`config.mk`:
```
export PLATFORM = sky130hd
export DESIGN_NAME = fp_round_pack_flat
export DESIGN_NICKNAME = d
export VERILOG_FILES = /design/src/rtl/fp_round_pack_if.sv /design/src/rtl/fp_round_pack.sv /design/src/flat_wrapper.sv
export SDC_FILE = /design/constraint.sdc
export NUM_CORES = 1
export LEC_CHECK = 0
export BUFFER_PORTS_ARGS = -buffer_cell sky130_fd_sc_hd__buf_4
export CAP_MARGIN = 20
export CORE_MARGIN = 3
export CORE_UTILIZATION = 30
export DETAILED_ROUTE_END_ITERATION = 10
export PLACE_DENSITY = 0.59
export SETUP_SLACK_MARGIN = 0.2
export SYNTH_ARGS = -nofsm -noshare
export SYNTH_HDL_FRONTEND = slang
export SYNTH_SLANG_ARGS = --single-unit
```
`constraint.sdc`:
```
create_clock -name clk -period 2.1 [get_ports clk]
set_clock_uncertainty 0.1 [all_clocks]
set_input_delay 0.21 -clock clk [delete_from_list [all_inputs] [get_ports clk]]
set_output_delay 0.21 -clock clk [all_outputs]
set_load 0.02 [all_outputs]
```
`src/rtl/fp_round_pack_if.sv`:
```
`default_nettype none
// ============================================================================
// Module   : fp_round_pack_if
// Brief    : Operand/result handshake bundle for the fp_round_pack stage.
//            out_flags exists only when FP_ROUND_FLAGS_EN is defined.
// Revision : 1.0 - initial release
// ============================================================================
interface fp_round_pack_if #(
  parameter int EXP_W = 8,
  parameter int MAN_W = 23
);
  logic                   in_valid;
  logic                   in_ready;
  logic                   in_sign;
  logic [EXP_W+1:0]       in_exp;
  logic [MAN_W:0]         in_mant;
  logic [2:0]             in_grs;
  logic                   in_zero;
  logic                   in_inf;
  logic                   in_nan;
  logic                   out_valid;
  logic                   out_ready;
  logic [EXP_W+MAN_W:0]   out_result;
`ifdef FP_ROUND_FLAGS_EN
  logic [2:0]             out_flags;

  modport master (
    output in_valid, in_sign, in_exp, in_mant, in_grs, in_zero, in_inf, in_nan, out_ready,
    input  in_ready, out_valid, out_result, out_flags
  );
  modport slave (
    input  in_valid, in_sign, in_exp, in_mant, in_grs, in_zero, in_inf, in_nan, out_ready,
    output in_ready, out_valid, out_result, out_flags
  );
`else
  modport master (
    output in_valid, in_sign, in_exp, in_mant, in_grs, in_zero, in_inf, in_nan, out_ready,
    input  in_ready, out_valid, out_result
  );
  modport slave (
    input  in_valid, in_sign, in_exp, in_mant, in_grs, in_zero, in_inf, in_nan, out_ready,
    output in_ready, out_valid, out_result
  );
`endif
endinterface
`default_nettype wire

```
`src/rtl/fp_round_pack.sv`:
```
`default_nettype none
// ============================================================================
// Module   : fp_round_pack
// Brief    : Final FP adder stage. Stage 1 rounds to nearest-even and folds a
//            rounding carry into the exponent; stage 2 classifies NaN / inf /
//            zero / overflow / underflow and packs {sign, exp, frac}.
//            Two-deep valid/ready pipeline, one result per cycle.
//            Optional macro FP_ROUND_FLAGS_EN adds out_flags
//            {overflow, underflow, inexact} aligned with out_result.
// Revision : 1.0 - initial release
// ============================================================================
module fp_round_pack #(
  parameter int EXP_W = 8,
  parameter int MAN_W = 23
) (
  input  wire logic           clk,
  input  wire logic           reset_n,
  fp_round_pack_if.slave      bus
);

  // Internal exponent carries one extra bit so a carry out of the largest
  // representable input exponent cannot wrap negative.
  localparam int             XW      = EXP_W + 3;
  localparam logic [XW-1:0]  EXP_MAX = XW'((1 << EXP_W) - 1);

  logic                 s1_valid;
  logic                 s2_valid;
  logic                 s1_advance;
  logic                 in_accept;

  logic                 s1_sign;
  logic                 s1_zero;
  logic                 s1_inf;
  logic                 s1_nan;
  logic [XW-1:0]        s1_exp;
  logic [MAN_W-1:0]     s1_frac;

  logic                 rnd_inc;
  logic [MAN_W+1:0]     rnd_sum;
  logic [XW-1:0]        rnd_exp;
  logic [MAN_W-1:0]     rnd_frac;

  logic                 exp_hi;
  logic                 exp_lo;
  logic [EXP_W+MAN_W:0] pack_result;
  logic [EXP_W+MAN_W:0] s2_result;

`ifdef FP_ROUND_FLAGS_EN
  logic                 s1_inexact;
  logic [2:0]           pack_flags;
  logic [2:0]           s2_flags;
`endif

  // Stage 1 may load whenever stage 2 is empty or draining this cycle.
  assign s1_advance   = !s2_valid | bus.out_ready;
  assign bus.in_ready = !s1_valid | s1_advance;
  assign in_accept    = bus.in_valid & bus.in_ready;

  // Round to nearest-even; a carry out of the mantissa renormalizes by one.
  always_comb begin
    rnd_inc = bus.in_grs[2] & (bus.in_grs[1] | bus.in_grs[0] | bus.in_mant[0]);
    rnd_sum = {1'b0, bus.in_mant} + {{(MAN_W+1){1'b0}}, rnd_inc};
    rnd_exp = {bus.in_exp[EXP_W+1], bus.in_exp};
    if (rnd_sum[MAN_W+1]) begin
      rnd_frac = rnd_sum[MAN_W:1];
      rnd_exp  = rnd_exp + XW'(1);
    end else begin
      rnd_frac = rnd_sum[MAN_W-1:0];
    end
  end

  // Stage 1 register: rounded operand plus pass-through flags.
  always_ff @(posedge clk or negedge reset_n) begin
    if (!reset_n) begin
      s1_valid   <= 1'b0;
      s1_sign    <= 1'b0;
      s1_zero    <= 1'b0;
      s1_inf     <= 1'b0;
      s1_nan     <= 1'b0;
      s1_exp     <= '0;
      s1_frac    <= '0;
`ifdef FP_ROUND_FLAGS_EN
      s1_inexact <= 1'b0;
`endif
    end else begin
      if (bus.in_ready) begin
        s1_valid <= bus.in_valid;
      end
      if (in_accept) begin
        s1_sign    <= bus.in_sign;
        s1_zero    <= bus.in_zero;
        s1_inf     <= bus.in_inf;
        s1_nan     <= bus.in_nan;
        s1_exp     <= rnd_exp;
        s1_frac    <= rnd_frac;
`ifdef FP_ROUND_FLAGS_EN
        s1_inexact <= |bus.in_grs;
`endif
      end
    end
  end

  // Classify by priority NaN > inf/overflow > zero/underflow > normal, then pack.
  always_comb begin
    exp_hi      = !s1_exp[XW-1] && (s1_exp >= EXP_MAX);
    exp_lo      = s1_exp[XW-1] || (s1_exp == '0);
    pack_result = {s1_sign, s1_exp[EXP_W-1:0], s1_frac};
`ifdef FP_ROUND_FLAGS_EN
    pack_flags  = {2'b00, s1_inexact};
`endif
    if (s1_nan) begin
      pack_result = {1'b0, {EXP_W{1'b1}}, 1'b1, {(MAN_W-1){1'b0}}};
`ifdef FP_ROUND_FLAGS_EN
      pack_flags  = 3'b000;
`endif
    end else if (s1_inf || exp_hi) begin
      pack_result = {s1_sign, {EXP_W{1'b1}}, {MAN_W{1'b0}}};
`ifdef FP_ROUND_FLAGS_EN
      pack_flags  = (s1_inf || s1_zero) ? 3'b000 : 3'b101;
`endif
    end else if (s1_zero || exp_lo) begin
      pack_result = {s1_sign, {(EXP_W+MAN_W){1'b0}}};
`ifdef FP_ROUND_FLAGS_EN
      pack_flags  = s1_zero ? 3'b000 : 3'b011;
`endif
    end
  end

  // Stage 2 register: holds the packed word stable under backpressure.
  always_ff @(posedge clk or negedge reset_n) begin
    if (!reset_n) begin
      s2_valid  <= 1'b0;
      s2_result <= '0;
`ifdef FP_ROUND_FLAGS_EN
      s2_flags  <= 3'b000;
`endif
    end else if (s1_advance) begin
      s2_valid <= s1_valid;
      if (s1_valid) begin
        s2_result <= pack_result;
`ifdef FP_ROUND_FLAGS_EN
        s2_flags  <= pack_flags;
`endif
      end
    end
  end

  assign bus.out_valid  = s2_valid;
  assign bus.out_result = s2_result;
`ifdef FP_ROUND_FLAGS_EN
  assign bus.out_flags  = s2_flags;
`endif

endmodule
`default_nettype wire
```
`src/flat_wrapper.sv`:
```
// flat-port wrapper written by rule: the top's interface ports become plain ports
module fp_round_pack_flat 
#(
  parameter int EXP_W = 8,
  parameter int MAN_W = 23
)
  (clk, reset_n, bus_in_valid, bus_in_sign, bus_in_exp, bus_in_mant, bus_in_grs, bus_in_zero, bus_in_inf, bus_in_nan, bus_out_ready, bus_in_ready, bus_out_valid, bus_out_result);
  fp_round_pack_if #(.EXP_W(EXP_W), .MAN_W(MAN_W)) bus_i ();
  input  wire logic clk;
  input  wire logic reset_n;
  input wire logic [$bits(bus_i.in_valid)-1:0] bus_in_valid;
  input wire logic [$bits(bus_i.in_sign)-1:0] bus_in_sign;
  input wire logic [$bits(bus_i.in_exp)-1:0] bus_in_exp;
  input wire logic [$bits(bus_i.in_mant)-1:0] bus_in_mant;
  input wire logic [$bits(bus_i.in_grs)-1:0] bus_in_grs;
  input wire logic [$bits(bus_i.in_zero)-1:0] bus_in_zero;
  input wire logic [$bits(bus_i.in_inf)-1:0] bus_in_inf;
  input wire logic [$bits(bus_i.in_nan)-1:0] bus_in_nan;
  input wire logic [$bits(bus_i.out_ready)-1:0] bus_out_ready;
  output wire logic [$bits(bus_i.in_ready)-1:0] bus_in_ready;
  output wire logic [$bits(bus_i.out_valid)-1:0] bus_out_valid;
  output wire logic [$bits(bus_i.out_result)-1:0] bus_out_result;
  assign bus_i.in_valid = bus_in_valid;
  assign bus_i.in_sign = bus_in_sign;
  assign bus_i.in_exp = bus_in_exp;
  assign bus_i.in_mant = bus_in_mant;
  assign bus_i.in_grs = bus_in_grs;
  assign bus_i.in_zero = bus_in_zero;
  assign bus_i.in_inf = bus_in_inf;
  assign bus_i.in_nan = bus_in_nan;
  assign bus_i.out_ready = bus_out_ready;
  assign bus_in_ready = bus_i.in_ready;
  assign bus_out_valid = bus_i.out_valid;
  assign bus_out_result = bus_i.out_result;
  fp_round_pack #(.EXP_W(EXP_W), .MAN_W(MAN_W)) u_core (.clk(clk), .reset_n(reset_n), .bus(bus_i));
endmodule
```
# After elaboration in Yosys (flattened, before gate mapping)
# Cells that the tools add are included.
# classes
shifts,0
order_cmp,1
div_mod_pow,0
n_mul,0
eq_ne,0
n_reduce_logical,9
add_sub_neg,2
muxes,5
bitwise,6
# op_table
cell,n
two-way mux 31 bit,2
two-way mux 32 bit,1
adder 24 x 1 -> 25 bit,1
two-way mux 23 bit,1
adder 10 x 2 -> 11 bit (second input constant),1
greater-or-equal comparator 11 x 8 -> 1 bit (second input constant),1
logical NOT 11 bit,1
two-way mux 11 bit,1
bitwise OR 1 bit,4
logical NOT 1 bit,3
logical OR 1 bit,3
AND 1 bit,2
AND reduction 2 bit,1
logical AND 1 bit,1
# totals
inputBits,45
mem_bits_ro,0
ram_bits,0
mem_count,0
register_bits,72
word_cells,32
latch_bits,0

# Logic depth before layout (Yosys ltp)
# Gate-level depths: netlist of run 1.
# depth
ltp_word,6
ltp_mapped,8
ltp_nobuf,7

# Least setup slack after synthesis of run 1
# OpenSTA, ideal clock, no wires.
# synth_path
kind,flip-flop to flip-flop
startpoint,register u_core.s2_valid (netlist: u_core.bus.out_valid)
endpoint,register u_core.s2_result[10] (netlist: u_core.bus.out_result[10])
setup_slack_ps,288
path_stages_with_launch,7
path_buffers,1
setup_time_ps,66
arrival_ps,1646
required_ps,1934
path_cell_list,dfrtp_1 > nand2b_2 > nand2_2 > a2111oi_4 > and2_4 > buf_6 > a22o_1
# synth_between
elab_chain_cells,3
# synth_lines
element,line,source
from (decl),fp_round_pack.sv:27,logic s2_valid;
from (signal assigned),fp_round_pack.sv:138,s2_valid <= s1_valid;
logical NOT 1 bit,fp_round_pack.sv:55,assign s1_advance = !s2_valid | bus.out_ready;
bitwise OR 1 bit,fp_round_pack.sv:55,
AND reduction 2 bit (no source line),n/a,
to (signal assigned),fp_round_pack.sv:140,s2_result <= pack_result;
to (decl),fp_round_pack.sv:46,logic [EXP_W+MAN_W:0] s2_result;
# No other way between the ends.
# A chain may end at the register's enable or synchronous reset.

# Worst setup path after layout of run 1
# layout_path
startpoint,register u_core.s1_exp[9]
endpoint,register u_core.s2_result[16] (netlist: u_core.bus.out_result[16])
# layout_between
elab_chain_cells,6
elab_cells_between_ends,9
classes_between,order compare: 1; mux: 3; reduce/logical: 5
# layout_lines
element,line,source
from (decl),fp_round_pack.sv:35,logic [XW-1:0] s1_exp;
from (signal assigned),fp_round_pack.sv:94,s1_exp <= rnd_exp;
branches (longest 4 deep; another with greater-or-equal comparator 11 x 8 -> 1 bit),n/a,
two-way mux 31 bit *,fp_round_pack.sv:116,end else if (s1_inf || exp_hi) begin
two-way mux 32 bit *,fp_round_pack.sv:111,if (s1_nan) begin
# Mark *: on every way between the ends.

==> summary.txt, run 1 <==
Timing
  – Final Max Slew Viols: 0
  – Setup ws final: 0.344 ns
  – Tmin final: 1.76 ns
  – Final setup violation count: 0
  – Slew headroom: 66.1%
  – Setup repair after global routing missed its margin: false
  – Achievable frequency: 569 MHz
  – Worst Tran Pin Value: 0.508 ns
  – Fin crit share: 83.6%
  – Worst hold margin: 0.0767 ns
  – Fin Setup TNS: 0 ns
  – Final Hold Fails: 0

Global route
  – Met1 usage: 19.1%
  – GRT overflow: 0
  – Initial antenna violation count: 0
  – Number of global-route vias before repair: 2887
  – Largest net degree at the start of global routing: 39
  – GR Util met3: 3.48%
  – Met2 GRT Util: 23.3%
  – Gr busiest metal: met2
  – First-pass GRT wire length: 14.7 mm
  – Aggregate global-route resource usage: 14.5%

Status
  – Status: completed

Place
  – Placer congestion estimate: 0.849
  – Dpl hpwl: 6.76 mm
  – Placed Cells: 554
  – IO Port Bufs: 78
  – Placement Cell Area: 0.00418 mm^2
  – Pre-CTS setup slack: 0.107 ns

Yosys
  – Cell variety after synth: 41
  – Seq cells post-synth: 72
  – Commonest cells in the netlist: 72 x dfrtp_1, 56 x nand2_1, 27 x nor2_1
  – Syn Area/Cell: 9.97 um^2
  – Main synth FF type: dfrtp_1
  – Yosys top cell area share: 52.2%
  – Syn Nets: 393
  – Most frequent cell after synthesis: dfrtp_1
  – Synth area leader: dfrtp_1
  – Asr flop ratio synth: 100%
  – Post-synth EDFFs: 0
  – Area contributors post-synth: dfrtp_1 52%, nand2_1 6.1%, a22o_1 5.8%, xor2_1 4.8%, nor2_1 2.9%
  – Cell count after synthesis: 346
  – Post-Syn Area: 0.00345 mm^2
  – Sequential area share after synthesis: 52.2%
  – Synth Warn #: 0

Drt
  – Routed wire length: 8.92 mm
  – Via/cell ratio: 4.90
  – Average routed wire per standard cell: 15.5 um
  – # DRC: 0
  – Antenna-violating nets left: 0
  – Drt pass-1 iters: 4
  – Drt initial violations: 132
  – Via count: 2825

Clock tree
  – Clk Latency, worst-skew pair: 0.32 ns
  – Clock transition at path regs: 0.06 ns
  – CTS Sinks: 72
  – Deepest clock path buffer count: 2
  – CTS H-tree lvls: 3
  – Post-CTS Setup Inserts: 0
  – Clock Root Buffer: clkbuf_16
  – CTS tree: yes
  – CTS Buf Count: 9

Power and ir drop
  – Leak: 2.03 nW
  – Pwr/cell area: 855 mW/mm^2
  – Max rail drop VDD: 0.440 mV
  – Total Power: 3.89 mW

Finish
  – FF/Latch Area: 0.00180 mm^2
  – Area occupied by multi-input gates: 0.00154 mm^2
  – Synthesis-to-layout area growth: 31.7%
  – Non-Filler Instances: 576
  – Nets: 478
  – Filler cell count in the final layout: 1099
  – Antenna diodes: 0
  – Layout cell share with drive strength beyond 1: 25.0%
  – Max reg flops: 32
  – Final core occ: 41.2%
  – Fin area: 0.00454 mm^2

Die
  – Die H: 113 um
  – Die area: 0.0128 mm^2
  – Initial Utilization: 31.3%
  – Die span in x: 113 um
  – Num rows: 38
  – I/O pins: 79
  – Core Box Area: 0.0110 mm^2

Worst setup path
  – Critical Path RT: 2.26 ns
  – CP Max Fanout: 22
  – Kind of end point of the critical path: flip-flop
  – CP Cell Sequence: nor2_4 > o21ai_2 > a2111oi_4 > and2_4 > a22o_1
  – Worst path arrival time: 1.92 ns
  – Sum of buffers and inverters on the critical path: 0
  – Max incr delay on CP: 0.41 ns
  – Slowest cell on crit path: dfrtp_1
  – CP Launch Type: flip-flop
  – WS Path Type: reg2reg
  – CP top delay family: compound AO/OA/AOI/OAI gates

Job
  – Max_cap viols: 0

Min path
  – Hold/Removal Path Class: in2reg
-- placed cells by master, fill, tap and decap left out, types with 3 or more instances in the layout --
cell | synthesis | final
o31ai_1 | 3 | 3
dlygate4sd3_1 | 0 | 6
and3_1 | 9 | 9
clkbuf_16 | 0 | 9
buf_4 | 2 | 84
nand3_1 | 13 | 13
xnor2_1 | 9 | 9
and2_1 | 7 | 7
a31oi_1 | 12 | 12
nand2_1 | 56 | 56
o21ai_0 | 19 | 19
a21oi_1 | 11 | 11
xor2_1 | 19 | 19
inv_1 | 4 | 4
dfrtp_1 | 72 | 72
a22o_1 | 23 | 23
and4_1 | 6 | 6
nand4_1 | 12 | 12
nor2_1 | 27 | 27
-- cell families (layout without fill, tap and decap cells) --
group / after synthesis / count (layout) / synth area share (%)
AND/OR/NAND/NOR: 146 / 146 / 21.2
AO/OA/AOI/OAI: 76 / 76 / 15.4
flip-flops: 72 / 72 / 52.2
XOR/XNOR: 28 / 28 / 7.11
buffers and inverters: 21 / 111 / 3.08
adder cells (fa/ha/maj): 2 / 2 / 0.725
multiplexers: 1 / 1 / 0.290
-- worst paths after layout --
check,start,to,slack (ns),cells after the start
max,u_core.s1_exp[9],u_core.bus.out_result[16],0.34,5
min,bus_in_exp[9],u_core.s1_exp[10],0.08,3
max reg2reg,u_core.s1_exp[9],u_core.bus.out_result[16],0.34,5
min reg2reg,u_core.s1_frac[0],u_core.s1_frac[0],0.38,2
max in group asynchronous,reset_n,u_core.bus.out_valid,1.04,3
min in group asynchronous,reset_n,u_core.bus.out_result[8],0.30,2
-- layout make-up --
type | count | share of cell area (%)
repair buffers | 91 | 15.6
inverters | 4 | 0.330
clock inverters | 5 | 1.24
clock buffers | 11 | 5.34
well taps | 140 | 3.86
multi-input cells | 253 | 33.9
flip-flops and latches | 72 | 39.7
-- where the power goes --
group | internal [mW] | leakage [nW] | switching, mW
Sequential | 1.56 | 0.880 | 0.126
Clock | 0.949 | 0.145 | 0.554
Combinational | 0.306 | 1.00 | 0.386
-- layer usage --
| metal | vias up | wire length [um] |
|---|---|---|
| li1 | 1406 | - |
| met1 | 1353 | 4000 |
| met2 | 57 | 4350 |
| met3 | 9 | 416 |
| met4 | 0 | 146 |
| met5 | - | 0 |
-- worst min-delay path: cells and delay by family --
| family | cells | cell delay (ns) |
|---|---|---|
| AO/OA/AOI/OAI | 2 | 0.14 |
| buffers and inverters | 1 | 0.10 |
-- repair_timing --
item / CTS / global route
hold buffers: 6 / 0
gates resized for setup: 0 / 0
endpoints found under the hold margin: 42 / 0
(Power assumes the default switching activity.)
==> run 2: changes to the inputs <==
PLACE_DENSITY = 0.61   (was 0.59)
clock period = 1.6 ns   (was 2.1 ns; I/O delays follow)
==> run 2 against run 1 <==
  * The flow now finishes with violations (negative setup slack)
  * Non-clock buffer count is 34 higher
  * Final area is 17% higher
  * Combinational power is 88% higher
  * Maximum frequency is 3.8% higher
  * First-iteration DRC count is 85% higher
  * Sequential power is 31% higher
  * Critical path depth stayed put
  * Critical path type unchanged
  * Largest power group unchanged
  * Highest routed layer unchanged
==> summary.txt, run 2 (synthesis results as in run 1) <==
Worst setup path
  – Kind of end point of the critical path: flip-flop
  – Register-to-Register Path Depth: 5
  – CP Max Fanout: 5
  – CP Launch Type: flip-flop
  – Reg2reg end: u_core.bus.out_result[4]
  – Start of the worst register-to-register path: u_core.s1_exp[1]
  – WS Path Type: reg2reg
  – Critical path launch point: u_core.s1_exp[1]
  – Critical Path RT: 1.72 ns
  – Worst path arrival time: 1.82 ns
  – R2r setup slk: -0.09 ns

Clock tree
  – Clock transition at path regs: 0.05 ns
  – Clk Latency, worst-skew pair: 0.34 ns
  – Deepest clock path buffer count: 2
  – Clock Root Buffer: clkbuf_16
  – CTS H-tree lvls: 3
  – CTS tree: yes
  – CTS Buf Count: 9
  – CTS Sinks: 72

Drt
  – Via count: 3138
  – Via/cell ratio: 5.11
  – # DRC: 0
  – Drt initial violations: 244
  – Average routed wire per standard cell: 17.7 um
  – Routed wire length: 10.9 mm
  – Antenna-violating nets left: 0
  – Drt pass-1 iters: 4

Timing
  – Setup repair after global routing missed its margin: true
  – Fin crit share: 106%
  – Final setup violation count: 22
  – Worst Tran Pin Value: 0.526 ns
  – Achievable frequency: 591 MHz
  – Final Max Slew Viols: 0
  – Setup ws final: -0.0922 ns
  – Final Hold Fails: 0
  – Slew headroom: 64.8%
  – Tmin final: 1.69 ns

Finish
  – Area occupied by multi-input gates: 0.00193 mm^2
  – Nets: 516
  – Layout cell share with drive strength beyond 1: 41.4%
  – Synthesis-to-layout area growth: 53.6%
  – Most common cell after layout, fill and taps aside: buf_4
  – Filler cell count in the final layout: 1023
  – FF/Latch Area: 0.00180 mm^2
  – Leading cell types in the layout, fill and taps excluded: 102 x buf_4, 71 x dfrtp_1, 49 x nand2_1, 23 x a22o_1, 22 x nor2_1
  – Non-Filler Instances: 614
  – Final core occ: 48.0%
  – Antenna diodes: 0
  – Max reg flops: 32

Power and ir drop
  – Pwr/cell area: 1010 mW/mm^2
  – Total Power: 5.35 mW
  – Max rail drop VDD: 0.438 mV
  – Leak: 2.32 nW

Min path
  – Worst hold start: bus_in_exp[9]
  – Hold/Removal Path Class: in2reg
  – Hold Path Cell Cnt: 3
  – Worst Hold End: u_core.s1_exp[9]

Die
  – Initial Utilization: 31.3%
  – Core Box Area: 0.0110 mm^2
  – I/O pins: 79
  – Die span in x: 113 um
  – Num rows: 38
  – Die H: 113 um
  – Die area: 0.0128 mm^2

Status
  – Failing checks: negative setup slack
  – Status: finished, violations left

Place
  – Placer congestion estimate: 0.843
  – IO Port Bufs: 78
  – Placed Cells: 575
  – Dpl hpwl: 6.88 mm
  – Pre-CTS setup slack: -0.145 ns

Global route
  – Aggregate global-route resource usage: 16.6%
  – First-pass GRT wire length: 16.4 mm
  – GRT overflow: 0
  – Number of global-route vias before repair: 3037
  – Largest net degree at the start of global routing: 46
  – Initial antenna violation count: 0

Job
  – Max_cap viols: 0
run 2: changes by cell type in the layout (fill, tap and decap cells not counted), sizes merged:
| cell | delta |
|---|---|
| and2 | +3 |
| clkbuf | +4 |
| bufinv | -1 |
| and3 | +1 |
| clkinv | -1 |
| buf | +32 |
run 2: cell type report:
cell class | count | area share (%)
flip-flops and latches | 72 | 34.0
inverters | 4 | 0.283
repair buffers | 125 | 20.8
clock inverters | 3 | 0.331
multi-input cells | 257 | 36.5
clock buffers | 13 | 4.72
well taps | 140 | 3.31
run 2: worst max-delay path by stage:
stage,endpoint,slack (ns),cells past startpoint
2_1_floorplan,u_core.bus.out_result[10],-0.12,6
3_3_place_gp,u_core.s1_exp[10],-0.12,8
3_5_place_dp,u_core.s1_exp[10],-0.15,8
4_1_cts,u_core.bus.out_result[9],-0.05,5
5_1_grt,u_core.bus.out_result[6],-0.14,5
6_report,u_core.bus.out_result[4],-0.09,5
run 2: per-layer routing:
| metal | track usage (%) | part of all wire (%) |
|---|---|---|
| met3 | 2.41 | 3.9 |
| met2 | 26.6 | 49 |
| met1 | 22.2 | 44 |
| met4 | 7.69 | 2.7 |
| met5 | 0 | 0 |
run 2: worst max-delay path, cell delays in order, from the launching register on:
cell and delay, ns:
dfrtp_1 0.39, buf_6 0.13, nor4_4 0.32, a311oi_4 0.20
and2_4 0.24, a22o_1 0.19
run 2: repair_timing:
action                                 CTS  global route
buffers inserted                         6             4
gates resized for setup                 17            53
gates cloned                             4             3
pin swaps                               13            19
endpoints found under the hold margin   32             0
setup endpoints to repair               39            61
hold buffers                             6             0
run 2: through the flow:
stage / setup TNS [ns] / area, um^2 / hold WS (ns)
after CTS: -0.646 / 4920 / 0.0168
after floorplan: -2.40 / 3570 / -0.236
after detailed placement: -3.44 / 4420 / 0.00851
after global routing: -2.61 / 5300 / 0.0382
final: -1.44 / 5300 / 0.0214
after global placement: -2.22 / 4420 / 0.00659
run 2: where the power goes:
| group | leakage (nW) | total, mW | switching (mW) | internal, mW |
|---|---|---|---|---|
| logic | 1.32 | 1.30 | 0.681 | 0.614 |
| registers | 0.879 | 2.22 | 0.164 | 2.05 |
| clock network | 0.130 | 1.84 | 0.750 | 1.09 |
